<file path="config.mk">
export PLATFORM = sky130hd
export DESIGN_NAME = snd_dma_counter_flat
export DESIGN_NICKNAME = d
export VERILOG_FILES = /design/src/rtl/snd_dma_counter_if.sv /design/src/rtl/snd_dma_counter.sv /design/src/flat_wrapper.sv
export SDC_FILE = /design/constraint.sdc
export NUM_CORES = 1
export LEC_CHECK = 0
export ABC_AREA = 1
export CORE_MARGIN = 5
export CORE_UTILIZATION = 53
export DETAILED_ROUTE_END_ITERATION = 10
export PLACE_DENSITY = 0.79
export SYNTH_ARGS = -nofsm -noshare
export SYNTH_HDL_FRONTEND = slang
export SYNTH_SLANG_ARGS = --single-unit
</file>
<file path="constraint.sdc">
create_clock -name clk32 -period 6.9 [get_ports clk32]
set_input_delay 0.69 -clock clk32 [delete_from_list [all_inputs] [get_ports clk32]]
set_output_delay 0.69 -clock clk32 [all_outputs]
set_load 0.01 [all_outputs]
</file>
<file path="src/rtl/snd_dma_counter_if.sv">
// CPU bus bundle for the STE sound DMA register block.
// One-cycle select strobe, byte write data, combinational read data.
interface snd_dma_counter_if;
  logic       bus_sel;
  logic       bus_we;
  logic [4:0] bus_addr;
  logic [7:0] bus_din;
  logic [7:0] bus_dout;

  modport master (
    output bus_sel,
    output bus_we,
    output bus_addr,
    output bus_din,
    input  bus_dout
  );

  modport slave (
    input  bus_sel,
    input  bus_we,
    input  bus_addr,
    input  bus_din,
    output bus_dout
  );
endinterface

</file>
<file path="src/rtl/snd_dma_counter.sv">
// STE sound DMA frame address block: CPU sound registers plus
// the running 21-bit word address counter and frame sequencing.
module snd_dma_counter (
  input  logic                     clk32,
  input  logic                     reset,
  snd_dma_counter_if.slave         bus,
  input  logic                     word_adv,
  output logic                     sndon,
  output logic                     sfrep,
  output logic [21:1]              snd,
  output logic [21:1]              sft,
  output logic                     active,
  output logic                     frame_end
);

  localparam logic [1:0] S_IDLE = 2'd0;
  localparam logic [1:0] S_LOAD = 2'd1;
  localparam logic [1:0] S_RUN  = 2'd2;

  logic [1:0]  state_q;
  logic [1:0]  state_d;
  logic [21:1] start_q;
  logic [21:1] end_q;
  logic [21:1] snd_q;
  logic [21:1] snd_d;
  logic [21:1] sft_q;
  logic [21:1] sft_d;
  logic [21:1] nxt;
  logic        sndon_q;
  logic        sndon_d;
  logic        sfrep_q;
  logic        sfrep_d;
  logic        fe_q;
  logic        fe_d;
  logic        wr;
  logic        wr_ctrl;
  logic        wr_clr;

  assign wr      = bus.bus_sel & bus.bus_we;
  assign wr_ctrl = wr & (bus.bus_addr == 5'd0);
  assign wr_clr  = wr_ctrl & ~bus.bus_din[0];
  assign nxt     = snd_q + 21'd1;

  // Shadow start/end: only LOAD or a repeat reload copies them
  always_ff @(posedge clk32) begin
    if (reset) begin
      start_q <= '0;
      end_q   <= '0;
    end else if (wr) begin
      case (bus.bus_addr)
        5'd1: start_q[21:16] <= bus.bus_din[5:0];
        5'd2: start_q[15:8]  <= bus.bus_din;
        5'd3: start_q[7:1]   <= bus.bus_din[7:1];
        5'd7: end_q[21:16]   <= bus.bus_din[5:0];
        5'd8: end_q[15:8]    <= bus.bus_din;
        5'd9: end_q[7:1]     <= bus.bus_din[7:1];
        default: ;
      endcase
    end
  end

  always_comb begin
    state_d = state_q;
    snd_d   = snd_q;
    sft_d   = sft_q;
    fe_d    = 1'b0;
    sndon_d = sndon_q;
    sfrep_d = sfrep_q;
    if (wr_ctrl) begin
      sndon_d = bus.bus_din[0];
      sfrep_d = bus.bus_din[1];
    end
    unique case (1'b1)
      (state_q == S_IDLE): begin
        if (sndon_q)
          state_d = S_LOAD;
      end
      (state_q == S_LOAD): begin
        if (start_q == end_q) begin
          state_d = S_IDLE;
          sndon_d = 1'b0;
          fe_d    = 1'b1;
        end else begin
          snd_d   = start_q;
          sft_d   = end_q;
          state_d = S_RUN;
        end
      end
      (state_q == S_RUN): begin
        if (!sndon_q) begin
          state_d = S_IDLE;
        end else if (wr_clr) begin
          // a CPU stop outranks a word fetch in the same cycle
          state_d = S_RUN;
        end else if (word_adv) begin
          if (nxt != sft_q) begin
            snd_d = nxt;
          end else if (sfrep_q) begin
            snd_d = start_q;
            sft_d = end_q;
            fe_d  = 1'b1;
          end else begin
            snd_d   = nxt;
            sndon_d = 1'b0;
            fe_d    = 1'b1;
            state_d = S_IDLE;
          end
        end
      end
      default: begin
        state_d = S_IDLE;
      end
    endcase
  end

  always_ff @(posedge clk32) begin
    if (reset) begin
      state_q <= S_IDLE;
      snd_q   <= '0;
      sft_q   <= '0;
      sndon_q <= 1'b0;
      sfrep_q <= 1'b0;
      fe_q    <= 1'b0;
    end else begin
      state_q <= state_d;
      snd_q   <= snd_d;
      sft_q   <= sft_d;
      sndon_q <= sndon_d;
      sfrep_q <= sfrep_d;
      fe_q    <= fe_d;
    end
  end

  always_comb begin
    bus.bus_dout = 8'h00;
    case (bus.bus_addr)
      5'd0: bus.bus_dout = {6'd0, sfrep_q, sndon_q};
      5'd1: bus.bus_dout = {2'd0, start_q[21:16]};
      5'd2: bus.bus_dout = start_q[15:8];
      5'd3: bus.bus_dout = {start_q[7:1], 1'b0};
      5'd4: bus.bus_dout = {2'd0, snd_q[21:16]};
      5'd5: bus.bus_dout = snd_q[15:8];
      5'd6: bus.bus_dout = {snd_q[7:1], 1'b0};
      5'd7: bus.bus_dout = {2'd0, end_q[21:16]};
      5'd8: bus.bus_dout = end_q[15:8];
      5'd9: bus.bus_dout = {end_q[7:1], 1'b0};
      default: bus.bus_dout = 8'h00;
    endcase
  end

  assign sndon     = sndon_q;
  assign sfrep     = sfrep_q;
  assign snd       = snd_q;
  assign sft       = sft_q;
  assign active    = (state_q == S_RUN);
  assign frame_end = fe_q;

endmodule

</file>
<file path="src/flat_wrapper.sv">
// flat-port wrapper written by rule: the top's interface ports become plain ports
module snd_dma_counter_flat 
  (clk32, reset, word_adv, sndon, sfrep, snd, sft, active, frame_end, bus_bus_sel, bus_bus_we, bus_bus_addr, bus_bus_din, bus_bus_dout);
  snd_dma_counter_if bus_i ();
  input  logic clk32;
  input  logic reset;
  input  logic word_adv;
  output logic sndon;
  output logic sfrep;
  output logic [21:1] snd;
  output logic [21:1] sft;
  output logic active;
  output logic frame_end;
  input wire logic [$bits(bus_i.bus_sel)-1:0] bus_bus_sel;
  input wire logic [$bits(bus_i.bus_we)-1:0] bus_bus_we;
  input wire logic [$bits(bus_i.bus_addr)-1:0] bus_bus_addr;
  input wire logic [$bits(bus_i.bus_din)-1:0] bus_bus_din;
  output wire logic [$bits(bus_i.bus_dout)-1:0] bus_bus_dout;
  assign bus_i.bus_sel = bus_bus_sel;
  assign bus_i.bus_we = bus_bus_we;
  assign bus_i.bus_addr = bus_bus_addr;
  assign bus_i.bus_din = bus_bus_din;
  assign bus_bus_dout = bus_i.bus_dout;
  snd_dma_counter u_core (.clk32(clk32), .reset(reset), .bus(bus_i), .word_adv(word_adv), .sndon(sndon), .sfrep(sfrep), .snd(snd), .sft(sft), .active(active), .frame_end(frame_end));
endmodule
</file>
Word level (Yosys, flattened, before mapping)
Index checks and enable logic that the tools add are counted.

word-level totals
  output and inout bits = 54
  bits of input ports = 18
  word-level logic and storage cells = 89
  bits in registers = 89

cells by class
  multiplexer cells = 37
  bitwise operators = 4
  eq/ne operators = 23
  reductions and logical operators = 12
  $add $sub $neg = 1

operators with widths
  operator                                                         number
  21-bit 2-to-1 mux                                                12
  21-bit case mux with 2 select lines                              2
  8-bit case mux with 10 select lines                              1
  21-bit by 1-bit adder with 21-bit output, second input constant  1
  21-bit == test                                                   1
  21-bit != test                                                   1
  5-bit by 3-bit == test with 1-bit output, second input constant  4
  2-bit 2-to-1 mux                                                 7
  1-bit 2-to-1 mux                                                 12
  4-bit != test, second input constant                             3
  2-bit AND reduction                                              6
  5-bit by 2-bit == test with 1-bit output, second input constant  2
  5-bit by 4-bit == test with 1-bit output, second input constant  2
  2-bit != test, second input constant                             4
  7-bit AND reduction                                              1
  2-bit by 1-bit != test with 1-bit output, second input constant  3
  2-bit case mux with 3 select lines                               1
  5-bit by 1-bit == test with 1-bit output, second input constant  1
  5-bit zero test                                                  1
  5-bit AND reduction                                              1
  1-bit case mux with 2 select lines                               2
  4-bit AND reduction                                              1
  1-bit bitwise AND                                                3
  2-bit by 1-bit == test with 1-bit output, second input constant  1
  other kinds (4)                                                  4

Depth between registers and ports, before layout
  depth after elaboration = 9
  depth in mapped cells = 20
  mapped depth without buffers = 19

Least setup slack after synthesis
No wires, ideal clock.

  path kind = input -> output
  start point = input port bus_bus_addr[4]
  end point = output port bus_bus_dout[6]
  stages on the path = 7
  buffers on the path = 0
  setup slack = 4.558 ns
  arrival time = 1.652 ns
  required time = 6.210 ns
  cells stage by stage = nor2_1 nand2_1 nor2_1 inv_1 o221ai_1 a221oi_1 o21ai_0

on the way
  longest elaborated chain between the ends = 2
  elaborated cells on any way between the ends = 11
  those cells by class = 9 x eq/ne; 1 x mux; 1 x reduce/logical

ends and longest elaborated chain
  item                                                                    line                    RTL
  start: declaration                                                      flat_wrapper.sv:16      input wire logic [$bits(bus_i.bus_addr)-1:0] bus_bus_addr;
  5-bit by 4-bit == test with 1-bit output, or another cell as far along  snd_dma_counter.sv:136  case (bus.bus_addr)
  8-bit case mux with 10 select lines (*)                                 snd_dma_counter.sv:136
  end: declaration                                                        flat_wrapper.sv:18      output wire logic [$bits(bus_i.bus_dout)-1:0] bus_bus_dout;

Mark *: on every way between the ends. The rest lies on a longest branch, timed or not.

Worst setup path in the final report
  start point = input port bus_bus_addr[4]
  end point = output port bus_bus_dout[7]

The elaborated chain is that of the path after synthesis.

==> flow_metrics.env <==
export IMPL_required_ps=6210
export IMPL_synth_cells=908
export IMPL_cp_start_kind="input pin"
export IMPL_multi_input_area_mm2=0.003217
export IMPL_cts_tree="built"
export IMPL_fp_row_count=37
export IMPL_clock_fmax_ghz=0.2699
export IMPL_hold_violations=0
export IMPL_regArea_mm2=0.001782
export IMPL_irDropWorstVdd_uv=237.1
export IMPL_routed_via_count=5985
export IMPL_post_route_period_util=0.5369
export IMPL_nets=989
export IMPL_die_h_um=113.0
export IMPL_avgSynthCellArea_um2=6.194
export IMPL_worst_path_max_fanout=7
export IMPL_drtIter0Drc=775
export IMPL_htree_levels=3
export IMPL_cts_buffers_inserted=9
export IMPL_synth_cells_most_frequent="nand2_1 (233), nor2_1 (126), inv_1 (122)"
export IMPL_grt_max_degree=82
export IMPL_io_pins=72
export IMPL_arrival_ps=3010
export IMPL_dr_pass1_iters=6
export IMPL_cts_sinks=89
export IMPL_ys_seq_elements=89
export IMPL_post_place_ws_ps=3251
export IMPL_hold_buffers=0
export IMPL_ant_nets=0
export IMPL_syn_cell_area_mm2=0.005624
export IMPL_status="finished clean"
export IMPL_cts_reportedPaths_clkPinSlew_ps=100
export IMPL_grt_pass1_wl_mm=29.15
export IMPL_rsz0062_at_grt="no"
export IMPL_slew_viol_final=0
export IMPL_synth_top_area_cell="dfxtp_1"
export IMPL_synth_most_common_cell="nand2_1"
export IMPL_die_w_um=113.0
export IMPL_hpwl_mm=13.90
export IMPL_tightestPinTransition_ps=1133
export IMPL_setup_viol=0
export IMPL_tns_ps=0
export IMPL_slew_headroom=0.2436
export IMPL_ys_seq_area_frac=0.3168
export IMPL_postLayoutSetupSlackWorst_ps=3195
export IMPL_yosys_most_used_dff="dfxtp_1"
export IMPL_syn2layout_area_growth_pct=16.57
export IMPL_via_per_inst=5.411
export IMPL_drv_cap=0
export IMPL_setup_worst_path_class="input pin to output port"
export IMPL_endpoint_kind="output port"
export IMPL_detail_route_wl_per_cell_um=16.52
export IMPL_clockBufferDepth=2
export IMPL_gr_total_overflow=0
export IMPL_fill_cells=1012
export IMPL_min_period_ps=3705
export IMPL_postCtsSetupBuffers=0
export IMPL_io_buffers=71
export IMPL_power_density_mw_per_mm2=326.9
export IMPL_diodes=0
export IMPL_place_congestion=0.9408
export IMPL_netlist_area_leader_share=0.3168
export IMPL_antenna_found_initial=0
export IMPL_yosysWarnings=0
export IMPL_drc=0
export IMPL_synthArstFlopShare=0
export IMPL_first_global_vias=5466
export IMPL_synth_cell_types=38
export IMPL_totalPowerFinal_mw=2.143
export IMPL_cts_repair_resized=0
export IMPL_p_leak_nw=2.799
export IMPL_synthTopCellsByArea="dfxtp_1 (32%), nand2_1 (16%), nor2_1 (8.4%), inv_1 (8.1%), nand3_1 (5.7%)"
export IMPL_clk_latency_ps=380
export IMPL_cts_root_buf="clkbuf_8"
export IMPL_fin_skew_ps=12.36
export IMPL_synth_edf_count=0
export IMPL_hold_class="register to register"
export IMPL_initial_core_util=0.5448
export IMPL_track_usage=0.2881
export IMPL_syn_nets=932
export IMPL_coreArea_mm2=0.01032
export IMPL_drive_gt1_frac=0.05361
export IMPL_die_area_mm2=0.01277
export IMPL_drt_total_wl_mm=18.28
## report_power, final
group / total (mW) / switching [mW] / internal [mW]
Sequential: 0.723 / 0.118 / 0.605
Clock: 0.345 / 0.202 / 0.144
Combinational: 1.07 / 0.652 / 0.423
Total: 2.14 / 0.972 / 1.17
## logic make-up (layout without fill, tap and decap cells)
family,after synthesis,count (layout),synth area share
and+or+nand+nor,482,482,0.3784
DFF,89,89,0.3168
adders and majority gates,6,6,0.01335
buffers and inverters,155,217,0.1112
xor gates and xnor gates,17,17,0.02648
AOI/OAI and AO/OA,159,159,0.1537
## metrics by stage
step / utilization / std cells / hold slack, ps / area (um^2)
final: 0.6351 / 1106 / 515.3 / 6556
after global placement: 0.6175 / 1090 / 502.2 / 6375
after global routing: 0.6351 / 1106 / 538.5 / 6556
after CTS: 0.6351 / 1106 / 512.5 / 6556
after detailed placement: 0.6175 / 1090 / 500.7 / 6375
after floorplan: - / 908 / 454.8 / 5624
## worst max-delay path, stage by stage
cell             delay, ps
clkdlybuf4s50_1        420
nor2_1                 200
nand2_1                140
nor2_1                 460
inv_1                  120
o22ai_1                190
a221oi_1                80
o221ai_1               120
clkdlybuf4s50_1        580
## final cells by class
class,instances,area share
clock buffers,11,0.02156
clock inverters,5,0.006107
inverters,128,0.07328
multi-input cells,664,0.4906
flip-flops and latches,89,0.2718
well taps,136,0.02595
repair buffers,73,0.1107
## cell usage in the layout (no fill, tap or decap), types with 3 or more instances in the layout
cell type and instances:
nand2_1 233, nor2_1 126, inv_1 121, dfxtp_1 89, clkdlybuf4s50_1 71, o21ai_0 64
nand3_1 64, a21oi_1 63, o22ai_1 16, nand2_2 12, nand4_1 10, nand3b_1 10
clkbuf_8 10, xnor2_1 9, xor2_1 8, a221oi_1 6, nor2_4 6, ha_1 6
inv_2 4, nor2_2 4, nor3b_1 3, clkinv_1 3, nor3_1 3, nand3_2 3
## routing by layer
metal	up-vias	GRT usage	share of wire
li1	3018	-	-
met1	2676	0.4099	0.46
met2	254	0.4309	0.43
met3	37	0.05668	0.086
met4	0	0.1082	0.026
met5	-	0	0
## final timing paths
check                    endpoint          startpoint  slack (ps)  cells past startpoint
setup reg to reg   u_core.snd[20]       u_core.snd[2]        3330                     15
setup / recovery  bus_bus_dout[7]     bus_bus_addr[4]        3200                      9
hold / removal     u_core.snd[15]  u_core.start_q[15]         520                      2
hold reg to reg    u_core.snd[15]  u_core.start_q[15]         520                      2
## state kept, by name (all words and copies together) (netlist names)
name	cells
u_core.end_q	21
u_core.state_q	2
u_core.start_q	21
u_core.sft	21
u_core.snd	21
u_core.sfrep	1
u_core.sndon	1
u_core.frame_end	1
Power figures use the tool's default switching activity.
